## src/rtl/irq_pkg.sv

```systemverilog
// rtl/irq_pkg.sv - shared constants for the request-capture stage and its priority encoder
package irq_pkg;

  localparam int IRQ_WIDTH       = 16;
  localparam int IRQ_IDX_W       = 4;
  localparam int IRQ_SYNC_STAGES = 2;

  // Encoder output when nothing is pending; never a legal ack target.
  localparam logic [7:0] ENC_NONE = 8'hF0;

endpackage

```

## src/rtl/irq_sync_edge.sv

```systemverilog
// rtl/irq_sync_edge.sv - one request line: synchroniser, history flop and registered rise strobe
module irq_sync_edge
  import irq_pkg::*;
#(
  parameter int SYNC_STAGES = IRQ_SYNC_STAGES
) (
  input  logic clk,
  input  logic rst,
  input  logic req,
  output logic lvl,
  output logic rise
);

  logic [SYNC_STAGES-1:0] sync_q;
  logic                   prev_q;
  logic                   rise_q;

  // rise is registered beside prev so the edge and level paths reach the
  // pending register on the same edge.
  always_ff @(posedge clk or posedge rst) begin
    if (rst) begin
      sync_q <= '0;
      prev_q <= 1'b0;
      rise_q <= 1'b0;
    end else begin
      sync_q <= {sync_q[SYNC_STAGES-2:0], req};
      prev_q <= sync_q[SYNC_STAGES-1];
      rise_q <= sync_q[SYNC_STAGES-1] & ~prev_q;
    end
  end

  assign lvl  = prev_q;
  assign rise = rise_q;

endmodule

```

## src/rtl/irq_pending_latch.sv

```systemverilog
// rtl/irq_pending_latch.sv - sticky/level request capture feeding the priority encoder; IRQ_PEND_OVERFLOW_EN builds overflow flags
module irq_pending_latch
  import irq_pkg::*;
#(
  parameter int WIDTH       = IRQ_WIDTH,
  parameter int SYNC_STAGES = IRQ_SYNC_STAGES,
  parameter int IDX_W       = $clog2(WIDTH)
) (
  input  logic             clk,
  input  logic             rst,
  input  logic [WIDTH-1:0] req_in,
  input  logic [WIDTH-1:0] edge_mode,
  input  logic [WIDTH-1:0] mask,
  input  logic             ack_valid,
  input  logic [IDX_W-1:0] ack_index,
  input  logic             ovf_clr,
  output logic [WIDTH-1:0] pend_out,
  output logic             any_pend,
  output logic [WIDTH-1:0] ovf
);

  logic [WIDTH-1:0] lvl;
  logic [WIDTH-1:0] rise;
  logic [WIDTH-1:0] pending;
  logic [WIDTH-1:0] pend_nxt;
  logic [WIDTH-1:0] ack_hit;

  for (genvar i = 0; i < WIDTH; i++) begin : g_line
    irq_sync_edge #(
      .SYNC_STAGES(SYNC_STAGES)
    ) u_sync (
      .clk (clk),
      .rst (rst),
      .req (req_in[i]),
      .lvl (lvl[i]),
      .rise(rise[i])
    );
  end

  // Out-of-range indices shift past the top bit and decode to nothing.
  assign ack_hit = ack_valid ? (WIDTH'(1) << ack_index) : '0;

  // A new rise beats a same-cycle ack; level lines simply follow.
  always_comb begin
    pend_nxt = (edge_mode & (rise | (pending & ~ack_hit))) | (~edge_mode & lvl);
  end

  always_ff @(posedge clk or posedge rst) begin
    if (rst) begin
      pending <= '0;
    end else begin
      pending <= pend_nxt;
    end
  end

  assign pend_out = pending & ~mask;
  assign any_pend = |pend_out;

`ifdef IRQ_PEND_OVERFLOW_EN
  logic [WIDTH-1:0] ovf_q;
  logic [WIDTH-1:0] ovf_set;

  assign ovf_set = edge_mode & rise & pending & ~ack_hit;

  always_ff @(posedge clk or posedge rst) begin
    if (rst) begin
      ovf_q <= '0;
    end else if (ovf_clr) begin
      ovf_q <= ovf_set;
    end else begin
      ovf_q <= ovf_q | ovf_set;
    end
  end

  assign ovf = ovf_q;
`else
  logic unused_ovf_clr;
  assign unused_ovf_clr = ovf_clr;
  assign ovf            = '0;
`endif

endmodule
```

## config.mk

```make
export PLATFORM = sky130hd
export DESIGN_NAME = irq_pending_latch
export DESIGN_NICKNAME = d
export VERILOG_FILES = /design/src/rtl/irq_pkg.sv /design/src/rtl/irq_sync_edge.sv /design/src/rtl/irq_pending_latch.sv
export SDC_FILE = /design/constraint.sdc
export NUM_CORES = 1
export LEC_CHECK = 0
export CAP_MARGIN = 20
export CORE_MARGIN = 10
export CORE_UTILIZATION = 35
export DETAILED_ROUTE_END_ITERATION = 8
export MAX_ROUTING_LAYER = met4
export SLEW_MARGIN = 20
export SYNTH_ARGS = -nofsm -noshare
export SYNTH_HDL_FRONTEND = slang
export SYNTH_SLANG_ARGS = --single-unit
```

## constraint.sdc

```tcl
create_clock -name clk -period 3.7 [get_ports clk]
set_input_delay 0.74 -clock clk [delete_from_list [all_inputs] [get_ports clk]]
set_output_delay 0.74 -clock clk [all_outputs]
set_load 0.02 [all_outputs]
```

==> flow_summary.json <==
{
  "status": "completed",
  "vias": 1733,
  "p_sw_frac": 0.222,
  "first_global_vias": 1810,
  "drtPass1Iterations": 4,
  "critPathSlowestCell": "clkdlybuf4s50_1",
  "root_buffer": "clkbuf_8",
  "slew_viol_final": 0,
  "required_ns": 2.96,
  "portBuffers": 71,
  "vdd_drop_max_uv": 204,
  "drcViolationCount": 0,
  "grt_max_degree": 34,
  "fp.dieW_um": 109,
  "fin_tns_setup_ns": 0,
  "cts_made_buffers": 9,
  "ys_seq_area_frac": 0.725,
  "max_freq_mhz": 315,
  "ys_ff_latch": 80,
  "clock_sinks": 80,
  "synth_top_area_cell": "dfrtp_1",
  "crit_buf_inv": 2,
  "grt_pass1_wl_mm": 8.82,
  "setup_viol": 0,
  "wl_per_cell_um": 14.8,
  "core_area_um2": 7690,
  "synth_area_leaders": "dfrtp_1 (73%), nor2b_1 (7.3%), buf_4 (4.4%)",
  "syn_inst": 211,
  "clk_pin_slew_worst_paths_ns": 0.07,
  "crit_family": "buffers and inverters",
  "cts-resized-gates": 0,
  "die_h_um": 109,
  "hold_buffers": 0,
  "yosys_warnings": 0,
  "crit_top_cell": "clkdlybuf4s50_1",
  "std_cell_rows": 32,
  "hold-worst-slack_ns": 0.347,
  "comb_power_share": 0.111,
  "startpoint_type": "input pin",
  "timing.final.crit_period_ns": 3.17,
  "dieArea_um2": 11800,
  "ys_types": 20,
  "boundaryPins": 89,
  "start_util": 0.359,
  "critPathMaxStageDelay_ns": 0.57,
  "final_cell_mix": "dfrtp_1 (80), clkdlybuf4s50_1 (71), nor2b_1 (32), inv_1 (17)",
  "yosysTopAreaCellShare": 0.725,
  "h-tree-depth": 3,
  "rsz0062_at_grt": "false",
  "worstPathArrival_ns": 2.43,
  "overflow": 0,
  "wl_mm": 5.87,
  "p_leak_nw": 1.60,
  "clock_latency_ns": 0.34,
  "pwr_density_cell_nw_per_um2": 486,
  "path_class": "input pin to output port",
  "cts_tree": "done",
  "finalHoldViolCount": 0,
  "syn_area_per_cell_um2": 13.1,
  "seqPwrFrac": 0.520,
  "crit_path_end_kind": "output port",
  "final_net_count": 347,
  "place_congestion": 0.809,
  "holdCritPathClass": "flip-flop to flip-flop",
  "drt-initial-drc-count": 47,
  "antenna_found_initial": 0,
  "final_layout_size_suffix_gt1_frac": 0.0578,
  "via_per_inst": 4.38,
  "syn_area_um2": 2760,
  "clkPwrFrac": 0.369,
  "power.internal_w": 0.00142,
  "ctsLongestPathBuffers": 2,
  "track_usage": 0.102,
  "switching_power_w": 0.000403,
  "drv_cap": 0,
  "dp_hpwl_mm": 4.46,
  "crit_fanout": 2,
  "fin_worst_skew_ns": 0.00572,
  "path_cells": "clkdlybuf4s50_1, nor2b_1, nor4_1, nand4_1, clkdlybuf4s50_1",
  "detail-route-antenna-nets": 0,
  "finalCritPeriodShare": 0.858,
  "post_cts_buffers": 0,
  "syn_to_final_growth_pct": 35.4,
  "diodes": 0,
  "final_common_cell": "dfrtp_1"
}
-- cell families (layout without fill, tap and decap cells) --
logic type      count (synthesis)  after routing  synth area share
simple gates                   61             61             0.123
compound gates                 32             32            0.0743
buf+inv                        37            105            0.0757
other cells                     1             16           0.00136
flops                          80             80             0.725
-- cell type report --
| cell class | instances | area [µm²] |
|---|---|---|
| Sequential cell | 80 | 2000 |
| Timing Repair Buffer | 73 | 726 |
| Fill cell | 724 | 3950 |
| Tap cell | 102 | 128 |
| Clock inverter | 4 | 70.1 |
| Inverter | 18 | 68.8 |
| Multi-Input combinational cell | 109 | 606 |
| Clock buffer | 10 | 138 |
-- routing by layer --
layer	track usage	vias to the layer above	routed length, µm
li1	-	831	-
met1	0.127	825	2760
met2	0.145	67	2530
met3	0.0313	10	485
met4	0.0537	0	98
met5	-	-	0
-- cell usage after synthesis (all sizes together) --
cell	instances
o31ai	4
inv	18
nor2b	32
buf	19
or3b	1
nor4	4
nand2b	2
nand3	1
nand4	1
nand3b	2
nor2	16
a31oi	16
nand2	2
o21ai	8
dfrtp	80
o41ai	4
conb	1
-- worst paths after layout --
kind,from,to,slack [ns],depth (start not counted)
max,mask[8],any_pend,0.53,5
min,g_line[9].u_sync.sync_q[0],g_line[9].u_sync.sync_q[1],0.35,0
max reg2reg,pending[14],pending[14],2.98,2
min reg2reg,g_line[9].u_sync.sync_q[0],g_line[9].u_sync.sync_q[1],0.35,0
max in group asynchronous,rst,g_line[7].u_sync.sync_q[1],2.34,3
min in group asynchronous,rst,g_line[9].u_sync.sync_q[1],0.66,2
-- sequential cells by signal (all words and copies together) (netlist names) --
name	cells
g_line.u_sync.rise	16
pending	16
g_line.u_sync.lvl	16
g_line.u_sync.sync_q	32
-- worst register-to-register path: stages (launching register included) --
cell	delay [ns]
dfrtp_1	0.35
o21ai_0	0.10
a31oi_1	0.19
-- through the flow --
step	setup slack, ns	util	cell area (µm²)	cells	power (W)
global route	0.400	0.486	3740	396	0.00189
CTS	0.531	0.486	3740	396	0.00184
floorplan	0.908	-	2820	226	0.00107
detailed placement	0.538	0.459	3530	382	0.00117
global placement	0.540	0.459	3530	382	0.00116
finish	0.526	0.486	3740	396	0.00182
-- power groups by stage --
stage / sequential [W] / clock, W / combinational, W
global route: 0.000952 / 0.000721 / 0.000221
detailed placement: 0.000964 / 0 / 0.000205
floorplan: 0.000955 / 0 / 0.000112
finish: 0.000946 / 0.000670 / 0.000202
global placement: 0.000962 / 0 / 0.000202
CTS: 0.000946 / 0.000693 / 0.000206
(Power assumes the default switching activity.)
